`src/rtl/nixie_scanner.sv`:
```
// Multiplexed hex driver for a common-anode seven-segment bank: shadow-latched digits, dp, lz blanking, blink.
// Latency: shadow written on the load edge, visible on seg_n/sel_n from the next edge; outputs registered.
// Backpressure: none; load is a one-cycle strobe that is always accepted, scanning is free-running.
module nixie_scanner #(
  parameter int DIGITS    = 8,
  parameter int SCAN_DIV  = 50000,
  parameter int BLINK_DIV = 25000000
) (
  input  logic                  clk,
  input  logic                  reset,
  input  logic [4*DIGITS-1:0]   data,
  input  logic [DIGITS-1:0]     dp,
  input  logic [DIGITS-1:0]     blink,
  input  logic                  lz_en,
  input  logic                  load,
  output logic [7:0]            seg_n,
  output logic [DIGITS-1:0]     sel_n
);

  localparam int IW = (DIGITS > 1) ? $clog2(DIGITS) : 1;
  localparam int PW = $clog2(SCAN_DIV);
  localparam int BW = $clog2(BLINK_DIV);

  localparam logic [IW-1:0] LAST_IDX = IW'(DIGITS - 1);
  localparam logic [PW-1:0] LAST_PRE = PW'(SCAN_DIV - 1);
  localparam logic [BW-1:0] LAST_BLK = BW'(BLINK_DIV - 1);

  // Shadow copy of the display register; the scanner never looks at the live inputs
  logic [DIGITS-1:0][3:0] r_data;
  logic [DIGITS-1:0]      r_dp;
  logic [DIGITS-1:0]      r_blink;

  logic [PW-1:0]          r_pre;
  logic [IW-1:0]          r_idx;
  logic [BW-1:0]          r_bcnt;
  logic                   r_phase;

  logic [7:0]             r_seg_n;
  logic [DIGITS-1:0]      r_sel_n;

  logic [DIGITS-1:0]      w_tail_zero;
  logic [3:0]             w_nib;
  logic                   w_dp_bit;
  logic [7:0]             w_seg_n;
  logic [DIGITS-1:0]      w_sel_n;

  // Raw active-high segment pattern, a..g in bits 6..0
  function automatic logic [6:0] seg_code(input logic [3:0] nib);
    logic [6:0] c;
    case (nib)
      4'h0: c = 7'h7E;
      4'h1: c = 7'h30;
      4'h2: c = 7'h6D;
      4'h3: c = 7'h79;
      4'h4: c = 7'h33;
      4'h5: c = 7'h5B;
      4'h6: c = 7'h5F;
      4'h7: c = 7'h70;
      4'h8: c = 7'h7F;
      4'h9: c = 7'h7B;
      4'hA: c = 7'h7D;
      4'hB: c = 7'h1F;
      4'hC: c = 7'h0D;
      4'hD: c = 7'h3D;
      4'hE: c = 7'h6F;
      default: c = 7'h47;
    endcase
    return c;
  endfunction

  // w_tail_zero[i] is set when digit i and every more significant digit hold zero
  always_comb begin
    w_tail_zero = '1;
    for (int i = 0; i < DIGITS; i++) begin
      for (int j = 0; j < DIGITS; j++) begin
        if (j >= i && r_data[j] != 4'h0) begin
          w_tail_zero[i] = 1'b0;
        end
      end
    end
  end

  assign w_nib    = r_data[r_idx];
  assign w_dp_bit = r_dp[r_idx];
  assign w_sel_n  = ~(DIGITS'(1) << r_idx);

  // Pattern for the digit currently selected; blink blanks everything, lz blanking keeps the dp
  always_comb begin
    w_seg_n = ~{w_dp_bit, seg_code(w_nib)};
    if (r_phase && r_blink[r_idx]) begin
      w_seg_n = 8'hFF;
    end else if (lz_en && (r_idx != '0) && w_tail_zero[r_idx]) begin
      w_seg_n = ~{w_dp_bit, 7'h00};
    end
  end

  // Shadow capture, scan prescaler/index, blink timebase and registered pin drive
  always_ff @(posedge clk) begin
    if (reset) begin
      r_data  <= '0;
      r_dp    <= '0;
      r_blink <= '0;
      r_pre   <= '0;
      r_idx   <= '0;
      r_bcnt  <= '0;
      r_phase <= 1'b0;
      r_seg_n <= 8'hFF;
      r_sel_n <= '1;
    end else begin
      if (load) begin
        r_data  <= data;
        r_dp    <= dp;
        r_blink <= blink;
      end

      if (r_pre == LAST_PRE) begin
        r_pre <= '0;
        r_idx <= (r_idx == LAST_IDX) ? '0 : r_idx + 1'b1;
      end else begin
        r_pre <= r_pre + 1'b1;
      end

      if (r_bcnt == LAST_BLK) begin
        r_bcnt  <= '0;
        r_phase <= ~r_phase;
      end else begin
        r_bcnt <= r_bcnt + 1'b1;
      end

      r_seg_n <= w_seg_n;
      r_sel_n <= w_sel_n;
    end
  end

  assign seg_n = r_seg_n;
  assign sel_n = r_sel_n;

endmodule

```
`config.mk`:
```
export PLATFORM = sky130hd
export DESIGN_NAME = nixie_scanner
export DESIGN_NICKNAME = d
export VERILOG_FILES = /design/src/rtl/nixie_scanner.sv
export SDC_FILE = /design/constraint.sdc
export NUM_CORES = 1
export LEC_CHECK = 0
export CORE_UTILIZATION = 49
export DETAILED_ROUTE_END_ITERATION = 7
export GPL_TIMING_DRIVEN = 0
export PLACE_DENSITY_LB_ADDON = 0.15
export SYNTH_ARGS = -nofsm -noshare
export SYNTH_HDL_FRONTEND = slang
export SYNTH_SLANG_ARGS = --single-unit
export TNS_END_PERCENT = 10
```
`constraint.sdc`:
```
create_clock -name clk -period 2.35 [get_ports clk]
set_input_delay 0.47 -clock clk [delete_from_list [all_inputs] [get_ports clk]]
set_output_delay 0.47 -clock clk [all_outputs]
set_load 0.02 [all_outputs]
```
# Word-level counts from Yosys, hierarchy flattened
# Memory sizes are Yosys's and may differ from the RTL's.
# Index checks and enable logic that the tools add are counted.
# op_classes
addsub,3
magnitude_cmp,1
n_eq_ne,3
n_shift,1
muxes,46
bitwise,4
reduce_logical,15
# op_table
cell,n
$mux W1,39
$reduce_bool A4 Y1,8
$add A25 B1 Y25 const B,1
$eq A25 B25 Y1 const B,1
$not A8 Y8,3
$add A16 B1 Y16 const B,1
$eq A16 B16 Y1 const B,1
$bmux W4 S3,1
$bmux W1 S3,3
$mux W8,1
$shl A1 B3 Y8 const A,1
$reduce_or A2 Y1,3
$lt A3 B4 Y1 const B,1
$mux W4,1
$add A3 B1 Y3 const B,1
$eq A3 B3 Y1 const B,1
$logic_and A1 B1 Y1,3
$mux W3,1
$reduce_bool A3 Y1,1
$not A1 Y1,1
# word_totals
register_bits,109
rom_bits,112
inputBits,52
out_inout_bits,16
wordCells,90
n_memories,1
# mem_list
memory,depth,word_bits,rd,rd_clocked_by_memory_dff,write_ports,line,text
(name not given),16,7,1,0,0,50,case (nib)

# Logic depth before layout (Yosys ltp)
# logic_depth
ltp_word,13
ltp_mapped,10

# Worst setup path after synthesis
# OpenSTA, ideal clock, no wires.
# synth_timing
path_type,register to register
start,reg r_idx[0]
end,"reg r_seg_n[3], in the netlist seg_n[3]"
arrival_ns,2.151
t_required_ns,2.228
setup_slack_ns,0.077
path_stages_with_launch,11
n_path_buf,2
path_cell_list,dfxtp_1 buf_6 buf_2 mux4_2 nand2_1 and2_1 inv_1 ha_1 nand2_1 o21ai_0 a221o_1
# synth_between
elab_chain_cells,5
elab_cells_between_ends,14
cone_classes,mux: 7; bitwise: 1; reduce/logical: 5; memory: 1
# synth_lines
element,line,text
from (decl),34,logic [IW-1:0] r_idx;
from (signal assigned),118,r_idx <= (r_idx == LAST_IDX) ? '0 : r_idx + 1'b1;
$bmux W4 S3,83,assign w_nib = r_data[r_idx];
$mux W4 (implied by the code),83,
$mem_v2 Z16 W7,n/a,
$not A8 Y8,89,"w_seg_n = ~{w_dp_bit, seg_code(w_nib)};"
$mux W8,92,end else if (lz_en && (r_idx != '0) && w_tail_zero[r_idx]) begin
to (signal assigned),130,r_seg_n <= w_seg_n;
to (decl),38,logic [7:0] r_seg_n;
# Parallel ways exist; a longest one is shown, timed or not. The select of a mux whose other input is x is not followed.
# A chain may end at the register's enable or synchronous reset.

# Worst setup path in the final report
# layout_timing
start,reg r_idx[1]
end,"reg r_seg_n[6], in the netlist seg_n[6]"
# The elaborated chain is that of the path after synthesis.

==> results.sh <==
export IMPL_slowest_stage="or3_1"
export IMPL_place_inst=683
export IMPL_use_met2=0.3788
export IMPL_netlist_area_sq_mm=0.004801
export IMPL_period_needed_ns=2.353
export IMPL_die_h_um=101.0
export IMPL_r2r_cells=6
export IMPL_critPathTopFamily="compound AO/OA/AOI/OAI gates"
export IMPL_gr_usage_met3=0.03467
export IMPL_grt_start_max_net_pins=17
export IMPL_instances_no_fill=698
export IMPL_endpoint="seg_n[6]$_SDFF_PP1_"
export IMPL_cts_root_buffer="clkbuf_8"
export IMPL_route_vias_total=3625
export IMPL_worstSetupStartpoint="r_idx[1]$_SDFFE_PP0P_"
export IMPL_async_reset_ff_frac=0
export IMPL_antennaDiodeCount=0
export IMPL_layout_cells_most_common_list="dfxtp_1 (108), nor2_1 (105), clkdlybuf4s50_1 (66)"
export IMPL_cap_violations=0
export IMPL_drt_initial_drc_count=110
export IMPL_required_ns=2.58
export IMPL_syn2layout_area_growth_pct=23.01
export IMPL_rows=35
export IMPL_startpoint_type="flip-flop"
export IMPL_layout_commonest_cell="dfxtp_1"
export IMPL_crit_path_max_incr_delay_ns=0.41
export IMPL_ys_ff_latch=109
export IMPL_clk_latency_ns=0.36
export IMPL_min_path_type="reg2reg"
export IMPL_portBuffers=66
export IMPL_gr_total_overflow=0
export IMPL_drc=0
export IMPL_clk_pin_slew_ns=0.10
export IMPL_syn_inst=488
export IMPL_dieArea_sq_mm=0.01020
export IMPL_worstReg2RegEnd="seg_n[6]$_SDFF_PP1_"
export IMPL_grt_pass1_vias=3669
export IMPL_grt_busiest_layer="met2"
export IMPL_ys_warnings_count=0
export IMPL_final_layout_size_suffix_gt1_frac=0.08260
export IMPL_synth_fp_nets=553
export IMPL_hold_violations=0
export IMPL_start_util=0.5123
export IMPL_grt_use_total=0.2153
export IMPL_max_freq_mhz=425.0
export IMPL_cts_tree="built"
export IMPL_ant_nets=0
export IMPL_gp_congestion=0.8613
export IMPL_finalClockSkew_ns=0.01333
export IMPL_violations="setup timing"
export IMPL_seq_area_frac_synth=0.4545
export IMPL_ios=68
export IMPL_end_kind="flip-flop"
export IMPL_slew_violations=0
export IMPL_status="finished with violations"
export IMPL_synthFlopType="dfxtp_1"
export IMPL_p_leak_uw=0.002368
export IMPL_cts_htree_levels=3
export IMPL_yosys_cell_types_count=45
export IMPL_grt_use_met1=0.2707
export IMPL_antenna_found_initial=0
export IMPL_cts_sinks=109
export IMPL_cts_max_path_buffers=2
export IMPL_synth_edf_count=0
export IMPL_max_slew_margin=0.4305
export IMPL_fin_ws_ns=-0.002932
export IMPL_drt_total_wl_um=10180
export IMPL_cp_cell_sequence="clkbuf_2, buf_4, mux4_1, a311oi_4, o41ai_2, or3_1"
export IMPL_setup_viol_count_final=1
export IMPL_dp_slack_ns=-0.2735
export IMPL_crit_fanout=10
export IMPL_synth_avg_cell_area_sq_um=9.838
export IMPL_ff2ff_setup_slack_ns=-0.003
export IMPL_criticalPathCategory="reg2reg"
export IMPL_timing_rr_start="r_idx[1]$_SDFFE_PP0P_"
export IMPL_crit_arrival_ns=2.58
export IMPL_post_dp_hpwl_um=7577
export IMPL_p_per_area_mw_per_mm2=597.7
export IMPL_post_route_period_util=1.001
export IMPL_grt_setup_unrepaired="true"
export IMPL_core_area_sq_mm=0.009371
export IMPL_tightestPinTransition_ns=0.8542
export IMPL_floorplan_die_width_um=101.0
export IMPL_nets=631
export IMPL_avgViaCountPerCell=5.193
export IMPL_vdd_drop_max_mv=0.3382
export IMPL_cts_made_buffers=9
export IMPL_path_buf_inv=2
export IMPL_grt_first_pass_wirelength_um=17130
export IMPL_first_pass_iters=4
export IMPL_crit_cells=6
export IMPL_avgRoutedWirePerCell_um=14.59
stage by stage:
step | utilization | hold WS (ns) | TNS (ns) | total power (uW) | area [sq um]
after floorplan | - | 0.4295 | 0 | 2209 | 4801
after global placement | 0.6000 | 0.4403 | -1.642 | 2369 | 5623
after detailed placement | 0.6000 | 0.4531 | -2.757 | 2385 | 5623
after CTS | 0.6275 | 0.4771 | 0 | 3560 | 5881
after global routing | 0.6302 | 0.4993 | -0.3444 | 3687 | 5906
final | 0.6302 | 0.4704 | -0.002932 | 3530 | 5906
registers in the layout, indices dropped and copies added (netlist names):
signal   flops
r_data      32
r_bcnt      25
r_pre       16
r_blink      8
r_dp         8
seg_n        8
sel_n        8
r_idx        3
r_phase      1
how the worst min path moves through the flow:
stage	depth (start not counted)	slack, ns	endpoint	startpoint
3_5_place_dp	1	0.45	r_bcnt[0]$_SDFF_PP0_	r_bcnt[0]$_SDFF_PP0_
4_1_cts	1	0.48	r_pre[0]$_SDFF_PP0_	r_pre[0]$_SDFF_PP0_
6_report	1	0.47	r_bcnt[0]$_SDFF_PP0_	r_bcnt[0]$_SDFF_PP0_
5_1_grt	1	0.50	r_bcnt[0]$_SDFF_PP0_	r_bcnt[0]$_SDFF_PP0_
2_1_floorplan	1	0.43	r_pre[0]$_SDFF_PP0_	r_pre[0]$_SDFF_PP0_
3_3_place_gp	1	0.44	r_pre[0]$_SDFF_PP0_	r_pre[0]$_SDFF_PP0_
area by class of cell:
class,count,area [sq um]
plain buffers,24,127.6
clock buffers,10,127.6
clock inverters,4,75.07
fillers,815,3466
inverters,11,41.29
multi-input cells,343,2511
flip-flops and latches,109,2186
well taps,129,161.4
repair buffers,68,675.6
cell usage after synthesis, types with 2 or more instances:
master	number	share of area
a211o_1	2	0.0036
a21oi_1	3	0.0031
a221o_1	3	0.0063
and2_1	3	0.0039
and3_1	5	0.0065
and4_1	3	0.0055
buf_1	6	0.0047
buf_2	7	0.0073
clkbuf_1	11	0.0086
dfxtp_1	109	0.45
ha_1	13	0.034
inv_1	10	0.0078
mux2_2	2	0.0047
mux2i_1	53	0.11
mux4_1	7	0.038
mux4_2	5	0.023
nand2_1	28	0.022
nand2b_1	4	0.0052
nand3_1	18	0.019
nand4_1	9	0.012
nor2_1	105	0.082
nor3_1	8	0.0083
nor4_1	9	0.012
nor4b_1	3	0.0055
o21ai_0	3	0.0031
or2_2	2	0.0026
or3_1	2	0.0026
xnor2_1	12	0.022
xor2_1	27	0.049
logic make-up (layout without fill, tap and decap cells):
logic type                 after synthesis  after routing  synth area share
and+or+nand+nor                        204            204            0.1947
DFF                                    109            109            0.4545
muxes                                   67             67            0.1770
xor gates and xnor gates                39             39           0.07115
buffers and inverters                   36            117           0.03153
AOI/OAI and AO/OA                       20             20           0.03727
adders and majority gates               13             13           0.03388
power breakdown:
group	internal (uW)	switching, uW
clock network	590	591
logic	213	172
registers	1920	48.9
layer usage:
metal,up-vias,wire length [um],share of wire
li1,1826,-,-
met1,1719,4703,0.46
met2,74,5126,0.50
met3,6,261,0.026
met4,0,92,0.0090
met5,-,0,0
what timing repair did:
action / in CTS / in global routing
endpoints found under the hold margin: 0 / 0
hold buffers: 0 / 0
resized for setup: 11 / 10
setup buffers: 2 / 0
endpoints found under the setup margin: 27 / 37
pin swaps: 0 / 1
(Power assumes the default switching activity.)
